==> src/rtl/spi_sample_reader.sv <==
// SPI master that reads bursts of WORD_BITS-wide samples from the sample-streaming slave.
// sclk idles low, MISO is sampled on the sclk rising edge, MSB first.
module spi_sample_reader #(
    parameter int unsigned CLK_DIV    = 4,
    parameter int unsigned WORD_BITS  = 16,
    parameter int unsigned GAP_CYCLES = 2
) (
    input  logic                 clk,
    input  logic                 rst,
    input  logic                 start,
    input  logic [7:0]           burst_len,
    output logic                 sclk,
    output logic                 SPI_cs,
    input  logic                 processed_MISO,
    output logic [WORD_BITS-1:0] word_data,
    output logic                 word_valid,
    output logic                 transaction_done,
    output logic                 busy,
    output logic                 burst_done
);

    typedef enum logic [2:0] {
        StIdle,
        StCsSetup,
        StSclkLo,
        StSclkHi,
        StCsHold,
        StGap,
        StFinish
    } state_t;

    localparam logic [7:0] DIV_LAST = 8'(CLK_DIV - 1);
    localparam logic [7:0] GAP_LAST = 8'(GAP_CYCLES - 1);
    localparam logic [4:0] BITS     = 5'(WORD_BITS);

    state_t               state;
    logic [7:0]           div_cnt;
    logic [4:0]           bit_cnt;
    logic [7:0]           word_cnt;
    logic [7:0]           burst_len_q;
    logic [WORD_BITS-1:0] shreg;
    logic                 hold_tail;
    logic                 div_done;
    logic                 gap_done;

    always_comb begin
        div_done = (div_cnt == DIV_LAST);
        gap_done = (div_cnt == GAP_LAST);
    end

    always_ff @(posedge clk) begin
        if (rst) begin
            state            <= StIdle;
            div_cnt          <= '0;
            bit_cnt          <= '0;
            word_cnt         <= '0;
            burst_len_q      <= '0;
            shreg            <= '0;
            hold_tail        <= 1'b0;
            sclk             <= 1'b0;
            SPI_cs           <= 1'b1;
            word_data        <= '0;
            word_valid       <= 1'b0;
            transaction_done <= 1'b0;
            busy             <= 1'b0;
            burst_done       <= 1'b0;
        end else begin
            word_valid       <= 1'b0;
            transaction_done <= 1'b0;
            burst_done       <= 1'b0;

            case (state)
                StIdle: begin
                    if (start) begin
                        div_cnt   <= '0;
                        bit_cnt   <= '0;
                        word_cnt  <= '0;
                        hold_tail <= 1'b0;
                        if (burst_len == 8'd0) begin
                            state <= StFinish;
                        end else begin
                            burst_len_q <= burst_len;
                            busy        <= 1'b1;
                            SPI_cs      <= 1'b0;
                            state       <= StCsSetup;
                        end
                    end
                end

                // Raising sclk and sampling MISO happen on the same clk edge.
                StCsSetup, StSclkLo: begin
                    if (div_done) begin
                        div_cnt <= '0;
                        sclk    <= 1'b1;
                        shreg   <= {shreg[WORD_BITS-2:0], processed_MISO};
                        bit_cnt <= bit_cnt + 5'd1;
                        state   <= StSclkHi;
                    end else begin
                        div_cnt <= div_cnt + 8'd1;
                    end
                end

                StSclkHi: begin
                    if (div_done) begin
                        div_cnt   <= '0;
                        sclk      <= 1'b0;
                        hold_tail <= 1'b0;
                        if (bit_cnt < BITS) begin
                            state <= StSclkLo;
                        end else begin
                            state <= StCsHold;
                        end
                    end else begin
                        div_cnt <= div_cnt + 8'd1;
                    end
                end

                // Spans the trailing sclk-low half-period and then the CS hold time,
                // giving a word period of (2*WORD_BITS+2)*CLK_DIV + GAP_CYCLES.
                StCsHold: begin
                    if (div_done) begin
                        div_cnt <= '0;
                        if (!hold_tail) begin
                            hold_tail <= 1'b1;
                        end else begin
                            hold_tail        <= 1'b0;
                            SPI_cs           <= 1'b1;
                            word_data        <= shreg;
                            word_valid       <= 1'b1;
                            transaction_done <= 1'b1;
                            word_cnt         <= word_cnt + 8'd1;
                            state            <= StGap;
                        end
                    end else begin
                        div_cnt <= div_cnt + 8'd1;
                    end
                end

                StGap: begin
                    if (gap_done) begin
                        div_cnt <= '0;
                        if (word_cnt < burst_len_q) begin
                            bit_cnt <= '0;
                            SPI_cs  <= 1'b0;
                            state   <= StCsSetup;
                        end else begin
                            state <= StFinish;
                        end
                    end else begin
                        div_cnt <= div_cnt + 8'd1;
                    end
                end

                StFinish: begin
                    burst_done <= 1'b1;
                    busy       <= 1'b0;
                    state      <= StIdle;
                end

                default: begin
                    state <= StIdle;
                end
            endcase
        end
    end

endmodule

==> config.mk <==
export PLATFORM = sky130hd
export DESIGN_NAME = spi_sample_reader
export DESIGN_NICKNAME = d
export VERILOG_FILES = /design/src/rtl/spi_sample_reader.sv
export SDC_FILE = /design/constraint.sdc
export NUM_CORES = 1
export LEC_CHECK = 0
export ABC_AREA = 1
export BUFFER_PORTS_ARGS = -buffer_cell sky130_fd_sc_hd__buf_4
export CORE_MARGIN = 5
export CORE_UTILIZATION = 60
export CTS_CLUSTER_SIZE = 12
export DETAILED_ROUTE_END_ITERATION = 8
export PLACE_DENSITY = 0.82
export SYNTH_ARGS = -nofsm -noshare
export SYNTH_HDL_FRONTEND = slang
export SYNTH_SLANG_ARGS = --single-unit
==> constraint.sdc <==
create_clock -name clk -period 5.4 [get_ports clk]
set_clock_uncertainty 0.2 [all_clocks]
set_input_delay 0.27 -clock clk [delete_from_list [all_inputs] [get_ports clk]]
set_output_delay 0.27 -clock clk [all_outputs]
set_load 0.02 [all_outputs]
Word level (Yosys, flattened, before mapping) --
Cells that the tools add are included.
Storage, ports and cells: bits in registers 70, input port bits 12, output and inout bits 22, word-level logic and storage cells 101
Cells by class: $add $sub $neg 3, order comparisons 2, equal/unequal tests 16, mux-type cells 41, bitwise gates (word level) 3, reduce and logical (&&, ||, !) cells 23
Operators by type and width (count):
- 8-bit two-way mux | 5
- 3-bit two-way mux | 9
- 8-bit one-hot mux with 3 select lines | 1
- 5-bit two-way mux | 4
- 8-bit by 1-bit adder with 8-bit output, second input constant | 2
- 2-bit != test, second input constant | 8
- 8-bit one-hot mux with 2 select lines | 1
- 1-bit two-way mux | 15
- 3-bit one-hot mux with 5 select lines | 1
- 5-bit one-hot mux with 3 select lines | 1
- 3-bit AND reduction | 4
- 3-bit nonzero test | 4
- 3-bit equality test, second input constant | 3
- 8-bit by 1-bit equality test with 1-bit output, second input constant | 1
- 8-bit by 2-bit equality test with 1-bit output, second input constant | 1
- 8-bit logical NOT | 1
- 8-bit < comparator | 1
- 4-bit AND reduction | 2
- 7-bit AND reduction | 1
- 3-bit by 2-bit equality test with 1-bit output, second input constant | 2
- 1-bit one-hot mux with 3 select lines | 2
- 6-bit AND reduction | 1
- 2-bit nonzero test | 3
- 5-bit by 1-bit adder with 5-bit output, second input constant | 1
- other kinds (10) | 14

Logic depth before layout (Yosys ltp) --
Gate-level depths: netlist (run 1).
depth in word-level cells 4, gate-level depth with buffers 13, depth with buffers taken out 13

Worst setup path before layout (run 1) --
No wires, ideal clock.
path type register to register, start point reg div_cnt[0], end point reg word_cnt[0], library setup time 117 ps, arrival time 1406 ps, required time 5083 ps, slack 3677 ps, stages on the path, launching flop included 9, path buffers 0, period minus slack after synthesis 1723 ps, cell sequence dfxtp_1 -> ha_1 -> nand2_4 -> o21ai_4 -> nand3_2 -> nor2_4 -> inv_2 -> a21oi_1 -> nor2_1
Between the ends: word-level cells in the longest chain between the ends 3
RTL lines:
- start: declaration | line 37 | logic [7:0] div_cnt;
- start signal: assignment | line 99 | div_cnt <= div_cnt + 8'd1;
- start signal: assignment | line 114 | div_cnt <= div_cnt + 8'd1;
- start signal: assignment | line 135 | div_cnt <= div_cnt + 8'd1;
- 8-bit by 2-bit equality test with 1-bit output | line 47 | div_done = (div_cnt == DIV_LAST);
- 2-bit != test (no line)
- 4-bit AND reduction (no line)
- end signal: assignment | line 131 | word_cnt <= word_cnt + 8'd1;
- end: declaration | line 39 | logic [7:0] word_cnt;
No other way between the ends. A chain may end at the register's enable or synchronous reset.

Worst setup path after layout (run 1) --
start point reg state[0], end point reg shreg[9]
Between the ends: word-level cells in the longest chain between the ends 3, elaborated cells between the ends (all ways) 4, those cells by class 2 x eq/ne; 2 x reduce/logical
RTL lines:
- start: declaration | line 36 | state_t state;
- start signal: assignment | line 53 | state <= StIdle;
- start signal: assignment | line 80 | state <= StFinish;
- start signal: assignment | line 85 | state <= StCsSetup;
- 3-bit by 1-bit equality test with 1-bit output / 3-bit by 2-bit equality test with 1-bit output (equally long branches) | line 72 | case (state)
- 2-bit OR reduction (*) | line 72
- 2-bit AND reduction (no line) (*)
- end signal: assignment | line 95 | shreg <= {shreg[WORD_BITS-2:0], processed_MISO};
- end: declaration | line 41 | logic [WORD_BITS-1:0] shreg;
Every way passes the cells marked *; elsewhere a longest branch is shown, timed or not.

==> results of run 1 <==
sequential cells by signal (all words and copies together) (netlist names):
| register | count |
|---|---|
| shreg | 16 |
| word_data | 16 |
| burst_len_q | 8 |
| div_cnt | 8 |
| word_cnt | 8 |
| bit_cnt | 5 |
| state | 3 |
| SPI_cs | 1 |
| burst_done | 1 |
| busy | 1 |
| hold_tail | 1 |
| sclk | 1 |
| transaction_done | 1 |
layer usage:
| layer | global-route usage [%] | part of all wire, % |
|---|---|---|
| met5 | 0 | 0 |
| met4 | 9.64 | 2.4 |
| met3 | 3.84 | 5.6 |
| met2 | 35.0 | 47 |
| met1 | 28.7 | 45 |
area by class of cell:
cell class                 instances  area, um^2
clock inverter                     6        68.8
clock buffer                      10         138
timing repair buffer              35         265
inverter                          61         231
sequential                        70        1400
fill                             434        1650
tap                               72        90.1
multi-input combinational        307        1700
cells in the mapped netlist, drive strengths merged, types with 3 or more instances:
cell,number,share of area (%)
xor2,6,1.5
nand2,82,9.8
buf,10,2.0
xnor2,3,0.77
dfxtp,70,41
inv,60,6.7
a21oi,58,8.5
ha,11,4.0
nand3,17,3.3
nor2,55,7.9
o21ai,52,8.4
nand4,8,1.9
clkbuf,7,0.77
cell families after synthesis:
| family | synth area share (%) |
|---|---|
| AND/OR/NAND/NOR | 24.5 |
| adder cells (fa/ha/maj) | 4.02 |
| AO/OA/AOI/OAI | 18.7 |
| flip-flops | 40.9 |
| XOR/XNOR | 2.30 |
| buffers and inverters | 9.54 |
worst max-delay path by stage:
stage,slack [ns],from,to
final,3.35,state[0],shreg[9]
after floorplan,3.68,div_cnt[0],word_cnt[0]
after CTS,3.36,div_cnt[0],word_data[9]
after detailed placement,3.39,state[0],shreg[5]
after global routing,3.10,state[0],shreg[11]
after global placement,3.47,state[0],shreg[1]
metrics by stage:
stage	hold slack, ns	cell area, um^2	instances
after floorplan	0.233	3420	455
after global placement	0.241	3670	544
after detailed placement	0.245	3670	544
after CTS	0.00623	3890	561
after global routing	0.0216	3890	561
final	0.00899	3890	561
tightest hold or removal path, delay by kind of cell:
kind,cells,cell delay [ns]
compound gates,2,0.18
buf+inv,1,0.08
power groups by stage:
stage	logic [mW]	clock network (mW)	registers, mW
2_1_floorplan	0.402	0	0.618
3_3_place_gp	0.482	0	0.625
3_5_place_dp	0.498	0	0.628
4_1_cts	0.504	0.446	0.616
5_1_grt	0.572	0.470	0.626
6_report	0.506	0.439	0.617
timing repair:
item / in CTS / in global routing
hold buffers: 1 / 0
gates resized for setup: 0 / 0
endpoints found under the hold margin: 1 / 0
==> flow_summary_export.csv, run 1 <==
group,metric,value,unit
hold_path,hp-class,"in2reg",
critical_path,r2r_end,"shreg[9]",
floorplan,rows,27,
pwr,p_sw,0.593,mW
yosys,synth_edf_count,0,
critical_path,critical_path_buf_inv_count,2,
layout,layout-drive-gt1-share,17.2,%
critical_path,worstPathCellList,"nor2_1 -> nor2_4 -> nand2_4 -> inv_1 -> nand2_1 -> inv_2 -> o21ai_0 -> a21oi_1",
floorplan,core,5540,um^2
flow_run,cap_violations,0,
yosys,ys_ff_latch,70,
critical_path,critPathSlowestCell,"dfxtp_1",
critical_path,cp_data_required_time,5.48,ns
yosys,ys.flop_type,"dfxtp_1",
critical_path,cpLargestDelayFamily,"simple AND/OR/NAND/NOR gates",
clock_network,clk_pin_slew,0.08,ns
floorplan,die_area,7320,um^2
detailed_routing,vias_per_cell,5.40,
floorplan,start_util,61.8,%
floorplan,die_y,85.5,um
global_route,grt_first_pass_wirelength,13000,um
clock_network,cts.sinks,70,
critical_path,crit_type,"reg2reg",
layout,fin_util,70.2,%
yosys,yosys_warnings,0,
pwr,p_leak,1.69,nW
yosys,postSynthCellCount,455,
yosys,avgSynthCellArea,7.52,um^2
critical_path,r2r-start,"state[0]",
pwr,clockPowerShare,28.1,%
detailed_routing,vias,3032,
sta,hold_viol,0,
pwr,switching_share,38.0,%
detailed_routing,drt_pre_antenna_iters,5,
sta,slew_violations,0,
yosys,syn-cell-area,3420,um^2
layout,antenna-diode-count,0,
hold_path,min_from,"burst_len[2]",
clock_network,clk_latency,0.35,ns
placed_design,place.gp.congestion,0.903,
critical_path,critical_path.max_fanout,31,
global_route,antenna_found_initial,0,
sta,period_share,37.9,%
clock_network,cts_tree,"done",
critical_path,max_stage_delay,0.51,ns
pwr,power_density,402,nW/um^2
global_route,grt_max_degree,38,
pwr,power_frac_seq,39.5,%
sta,slew_headroom,61.2,%
critical_path,start_kind,"flop",
detailed_routing,drt_iter0_markers,224,
hold_path,holdPathStages,3,
critical_path,cp.depth,8,
sta,min_period,2.05,ns
detailed_routing,drtAntennaViolNets,0,
sta,worstMarginPinSlew,0.578,ns
sta,rsz0062_at_grt,"no",
critical_path,worstPathArrival,2.13,ns
floorplan,io_pins,34,
clock_network,post_cts_buffers,0,
hold_path,hold_end,"burst_len_q[2]",
floorplan,die_w,85.5,um
clock_network,clk_root_buffer_cell,"clkbuf_8",
yosys,ys_types,41,
global_route,grt.total_usage,21.8,%
yosys,syn_nets,478,
yosys,async_reset_ff_share,0,%
sta,timing.fmax,488,MHz
critical_path,ff2ff_path_depth,8,
critical_path,reg2reg_slack,3.35,ns
clock_network,htree_levels,3,
placed_design,place_ws,3.39,ns
pwr,p_int,0.969,mW
sta,setup_viol,0,
layout,syn_to_final_growth,13.6,%
placed_design,port_buffers,33,
layout,layout_common_cells,"nand2_1, dfxtp_1, a21oi_1, inv_1, o21ai_0",
sta,tns,0,ns
clock_network,clockBufferDepth,2,
sta,setup_slack,3.35,ns
pwr,p_total,1.56,mW
placed_design,hpwlAfterDp,5100,um
yosys,ys_seq_area_share,40.9,%
layout,final_common_cell,"nand2_1",
pwr,p_comb_share,32.4,%
global_route,grt_overflow,0,
outcome,status,"complete, no violations",
detailed_routing,post_drt_wl_per_cell,13.1,um
detailed_routing,drc,0,
clock_network,cts_buffers,9,
global_route,grt_pass1_vias,2876,
layout,finalNetCount,507,
critical_path,critical_path.endpoint_type,"flop",
pwr,vdd_drop_max,0.273,mV
detailed_routing,wl,7370,um
Power figures use the tool's default switching activity.
==> inputs of run 2 (changes only) <==
Settings changed: ABC_AREA 1 to 0, CORE_UTILIZATION 60 to 58, PLACE_DENSITY 0.82 to 0.8.
Clock period 5.4 ns to 1.9 ns, I/O delays scaled along.
==> flow_summary_export.csv, run 2 <==
group,metric,value,unit
outcome,status,"complete, but fails checks",
outcome,failed_checks,"negative setup slack",
clock_network,cts.sinks,70,
yosys,synth_most_common_cell,"nand2_1",
sta,tns,-1.02,ns
layout,syn_to_final_growth,41.7,%
yosys,netlist_top_cells_count,"nand2_1, dfxtp_1, a21oi_1",
sta,hold_viol,0,
yosys,syn-cell-area,3280,um^2
layout,layout-drive-gt1-share,34.9,%
critical_path,crit_type,"reg2reg",
floorplan,die_area,7260,um^2
clock_network,clockBufferDepth,2,
yosys,ys_types,61,
floorplan,die_y,85.2,um
layout,fillCellCount,290,
yosys,ys_top_cells_by_area,"dfxtp_1, nand2_1, a21oi_1",
detailed_routing,drt_iter0_markers,226,
detailed_routing,drc,0,
layout,final_common_cell,"buf_4",
pwr,vdd_drop_max,0.770,mV
sta,setup_viol,13,
flow_run,cap_violations,0,
critical_path,cp_data_required_time,1.94,ns
sta,min_period,2.03,ns
detailed_routing,vias_per_cell,5.87,
clock_network,clk_latency,0.35,ns
clock_network,clk_pin_slew,0.08,ns
floorplan,start_util,59.6,%
yosys,yosys.area.top_type,"dfxtp_1",
sta,timing.fmax,493,MHz
yosys,ys_ff_latch,70,
detailed_routing,post_drt_wl_per_cell,16.9,um
global_route,antenna_found_initial,0,
critical_path,start_kind,"flop",
layout,finalNetCount,519,
yosys,ys.flop_type,"dfxtp_1",
clock_network,htree_levels,3,
yosys,synth_edf_count,0,
sta,slew_violations,0,
floorplan,core,5510,um^2
sta,worstMarginPinSlew,0.405,ns
layout,antenna-diode-count,0,
global_route,grt_max_degree,32,
layout,layout_common_cells,"buf_4, nand2_1, dfxtp_1, a21oi_1, nor2_1",
yosys,syn_nets,422,
pwr,p_leak,1.81,nW
global_route,grt_first_pass_wirelength,14400,um
clock_network,cts_tree,"done",
global_route,grt.total_usage,24.5,%
sta,slew_headroom,72.8,%
floorplan,io_pins,34,
detailed_routing,drtAntennaViolNets,0,
yosys,async_reset_ff_share,0,%
hold_path,hp-class,"in2reg",
global_route,grt_pass1_vias,3150,
detailed_routing,wl,9680,um
placed_design,port_buffers,33,
yosys,avgSynthCellArea,8.22,um^2
global_route,grt_overflow,0,
sta,period_share,107,%
detailed_routing,vias,3361,
critical_path,critical_path.max_fanout,3,
placed_design,hpwlAfterDp,5640,um
floorplan,die_w,85.2,um
yosys,synth_top_area_share,42.7,%
sta,rsz0062_at_grt,"yes",
yosys,postSynthCellCount,399,
floorplan,rows,27,
yosys,ys_seq_area_share,42.7,%
detailed_routing,drt_pre_antenna_iters,5,
sta,setup_slack,-0.129,ns
pwr,power_density,974,nW/um^2
clock_network,cts_buffers,9,
yosys,yosys_warnings,0,
placed_design,place.gp.congestion,0.879,
clock_network,clk_root_buffer_cell,"clkbuf_8",
layout,reg.largest.list,"shreg (16), word_data (16)",
layout,fin_util,84.4,%
critical_path,critical_path.endpoint_type,"flop",
critical_path,worstPathArrival,2.07,ns
run 2: final cells by class:
class,instances,area [um^2],share of cell area (%)
tap,72,90.1,1.94
sequential,70,1420,30.4
inverter,11,41.3,0.888
multi-input combinational,296,1970,42.4
timing repair buffer,108,885,19.0
clock buffer,9,124,2.66
clock inverter,7,120,2.58
run 2: stage by stage:
step           power [mW]  setup WS [ns]  hold slack [ns]  std cells  instance area, um^2
3_3_place_gp         2.78        -0.0625            0.140        539                 4010
2_1_floorplan        2.33        -0.0278           0.0355        399                 3340
3_5_place_dp         2.81         -0.150            0.150        539                 4010
6_report             4.53         -0.129           0.0610        573                 4650
4_1_cts              4.35         -0.153           0.0348        567                 4400
5_1_grt              4.73         -0.239           0.0883        573                 4650
run 2: timing repair:
action | in CTS | in global routing
buffers inserted | 2 | 4
pin swaps | 8 | 32
gates resized for setup | 10 | 46
gates cloned | 0 | 2
endpoints found under the hold margin | 31 | 0
hold buffers | 10 | 0
endpoints found under the setup margin | 16 | 66
run 2: kinds of logic after synthesis:
logic type | Yosys count | synth area share (%)
AO/OA/AOI/OAI | 85 | 16.4
XOR/XNOR | 14 | 3.74
adder cells (fa/ha/maj) | 11 | 4.20
buffers and inverters | 33 | 4.50
flip-flops | 70 | 42.7
multiplexers | 9 | 2.75
AND/OR/NAND/NOR | 177 | 25.7
run 2: per-layer routing:
layer / track usage, % / up-vias / wire [um]
li1: - / 1587 / -
met1: 28.7 / 1596 / 3860
met2: 41.7 / 149 / 4980
met3: 6.50 / 29 / 617
met4: 10.9 / 0 / 221
met5: 0 / - / 0
run 2: power breakdown:
group | switching, mW | total (mW) | internal, mW
registers | 0.0857 | 1.64 | 1.55
clock network | 0.614 | 1.49 | 0.879
logic | 0.733 | 1.40 | 0.663
total | 1.43 | 4.53 | 3.09
run 2: critical path, stage by stage (launching register included):
cell and delay [ns]:
dfxtp_2 0.34, inv_2 0.04, ha_4 0.21, a211o_1 0.32
a21oi_2 0.20, o31ai_1 0.15, a21o_1 0.21, a311oi_1 0.27
run 2: path summary, 6_finish.rpt:
path | endpoint | slack [ns] | depth (start not counted) | startpoint
hold reg to reg | word_data[4] | 0.26 | 2 | word_data[4]
hold / removal | hold_tail | 0.06 | 5 | start
setup / recovery | state[0] | -0.13 | 7 | burst_len_q[5]
setup reg to reg | state[0] | -0.13 | 7 | burst_len_q[5]
==> inputs of run 3 (changes only) <==
Settings changed: MAX_ROUTING_LAYER set to met4.
==> flow_summary_export.csv, run 3 (synthesis results as in run 2) <==
group,metric,value,unit
outcome,status,"complete, but fails checks",
outcome,failed_checks,"negative setup slack",
floorplan,die_w,85.2,um
floorplan,start_util,59.6,%
clock_network,htree_levels,3,
placed_design,dp_cells,539,
hold_path,holdPathStages,5,
critical_path,cp_data_required_time,1.96,ns
sta,worstMarginPinSlew,0.440,ns
floorplan,core,5510,um^2
detailed_routing,vias,3318,
sta,slew_headroom,70.4,%
critical_path,r2r-start,"burst_len_q[7]",
global_route,grtUsageMet2,41.6,%
hold_path,hold_end,"hold_tail",
detailed_routing,vias_per_cell,5.80,
clock_network,cts.sinks,70,
clock_network,cts_tree,"done",
layout,reg.largest.list,"shreg (16), word_data (16)",
layout,layout-drive-gt1-share,34.8,%
layout,syn_to_final_growth,41.2,%
detailed_routing,drt_iter0_markers,257,
critical_path,crit_type,"reg2reg",
critical_path,reg2reg_slack,-0.16,ns
sta,tns,-1.14,ns
global_route,use_met1,29.1,%
critical_path,start_kind,"flop",
hold_path,hp-class,"in2reg",
global_route,grt.total_usage,25.3,%
detailed_routing,drc,0,
critical_path,critical_path_buf_inv_count,2,
sta,setup_viol,12,
global_route,use_met3,5.34,%
placed_design,place_ws,-0.150,ns
floorplan,die_area,7260,um^2
global_route,grt_first_pass_wirelength,14400,um
global_route,antenna_found_initial,0,
clock_network,clk_root_buffer_cell,"clkbuf_8",
layout,antenna-diode-count,0,
critical_path,r2r_end,"bit_cnt[4]",
global_route,grt_max_degree,32,
critical_path,worstPathCellList,"inv_1 -> ha_1 -> nand4_1 -> o311ai_2 -> a211oi_2 -> buf_4 -> a311oi_1",
global_route,grt_overflow,0,
placed_design,port_buffers,33,
detailed_routing,post_drt_wl_per_cell,16.7,um
sta,period_share,108,%
critical_path,critPathSlowestCell,"o311ai_2",
detailed_routing,drtAntennaViolNets,0,
sta,hold_viol,0,
sta,setup_slack,-0.159,ns
pwr,p_leak,1.79,nW
layout,fin_util,84.1,%
sta,min_period,2.06,ns
pwr,vdd_drop_max,0.775,mV
layout,fillCellCount,304,
sta,whs,0.0557,ns
clock_network,clk_latency,0.35,ns
flow_run,cap_violations,0,
floorplan,rows,27,
layout,multi_input_area,1960,um^2
clock_network,clk_pin_slew,0.08,ns
pwr,power_density,977,nW/um^2
layout,finalNetCount,518,
detailed_routing,wl,9580,um
layout,final_cells,572,
layout,final_common_cell,"buf_4",
clock_network,clockBufferDepth,2,
layout,layout_common_cells,"buf_4, nand2_1, dfxtp_1, a21oi_1, nor2_1",
floorplan,die_y,85.2,um
detailed_routing,drt_pre_antenna_iters,5,
sta,slew_violations,0,
critical_path,critical_path.endpoint_type,"flop",
placed_design,hpwlAfterDp,5640,um
layout,ff_latch_area,1420,um^2
critical_path,ff2ff_path_depth,7,
global_route,grt_pass1_vias,3143,
floorplan,io_pins,34,
sta,timing.fmax,486,MHz
clock_network,cts_buffers,9,
critical_path,cpLargestDelayFamily,"compound AO/OA/AOI/OAI gates",
sta,rsz0062_at_grt,"yes",
critical_path,critical_path.max_fanout,5,
placed_design,place.gp.congestion,0.894,
hold_path,min_from,"start",
global_route,top_usage_layer,"met2",
critical_path,worstPathArrival,2.12,ns
critical_path,max_stage_delay,0.38,ns
run 3: where the power goes:
| group | switching, mW | internal (mW) | total [mW] |
|---|---|---|---|
| Sequential | 0.0879 | 1.55 | 1.64 |
| Clock | 0.608 | 0.879 | 1.49 |
| Combinational | 0.737 | 0.660 | 1.40 |
run 3: per-layer routing:
layer | vias to the layer above | wire length, um | share of wire (%)
li1 | 1587 | - | -
met3 | 31 | 496 | 5.2
met2 | 126 | 4850 | 51
met4 | 0 | 274 | 2.9
met5 | - | 0 | 0
met1 | 1574 | 3960 | 41
run 3: how the worst max path moves through the flow:
stage	startpoint	endpoint	slack (ns)	cells after the start
6_report	burst_len_q[7]	bit_cnt[4]	-0.16	7
2_1_floorplan	div_cnt[7]	bit_cnt[2]	-0.03	5
5_1_grt	burst_len_q[6]	bit_cnt[4]	-0.31	7
3_5_place_dp	state[0]	div_cnt[4]	-0.15	6
3_3_place_gp	burst_len_q[5]	bit_cnt[2]	-0.06	8
4_1_cts	burst_len_q[5]	bit_cnt[2]	-0.15	8
run 3: through the flow:
stage	instance area [um^2]	total power, mW
after floorplan	3340	2.33
after global placement	4010	2.78
after global routing	4630	4.74
after CTS	4400	4.35
final	4630	4.52
after detailed placement	4010	2.81
run 3: repair_timing:
action | in CTS | in global routing
setup buffers | 2 | 3
endpoints found under the setup margin | 16 | 66
hold buffers | 10 | 0
gates resized for setup | 10 | 45
cloned | 0 | 2
pin swaps | 8 | 32
hold endpoints to repair | 31 | 0
run 3: tightest hold or removal path, stage by stage:
cell and delay, ns:
buf_4 0.11, nand2_1 0.06, a21oi_1 0.14, nor2_1 0.05, o2111a_1 0.12
run 3: layout make-up:
type / instances / area share (%)
clock buffer: 9 / 2.68
clock inverter: 7 / 2.59
inverter: 11 / 0.892
multi-input combinational: 296 / 42.4
sequential: 70 / 30.6
tap: 72 / 1.95
timing repair buffer: 107 / 18.9
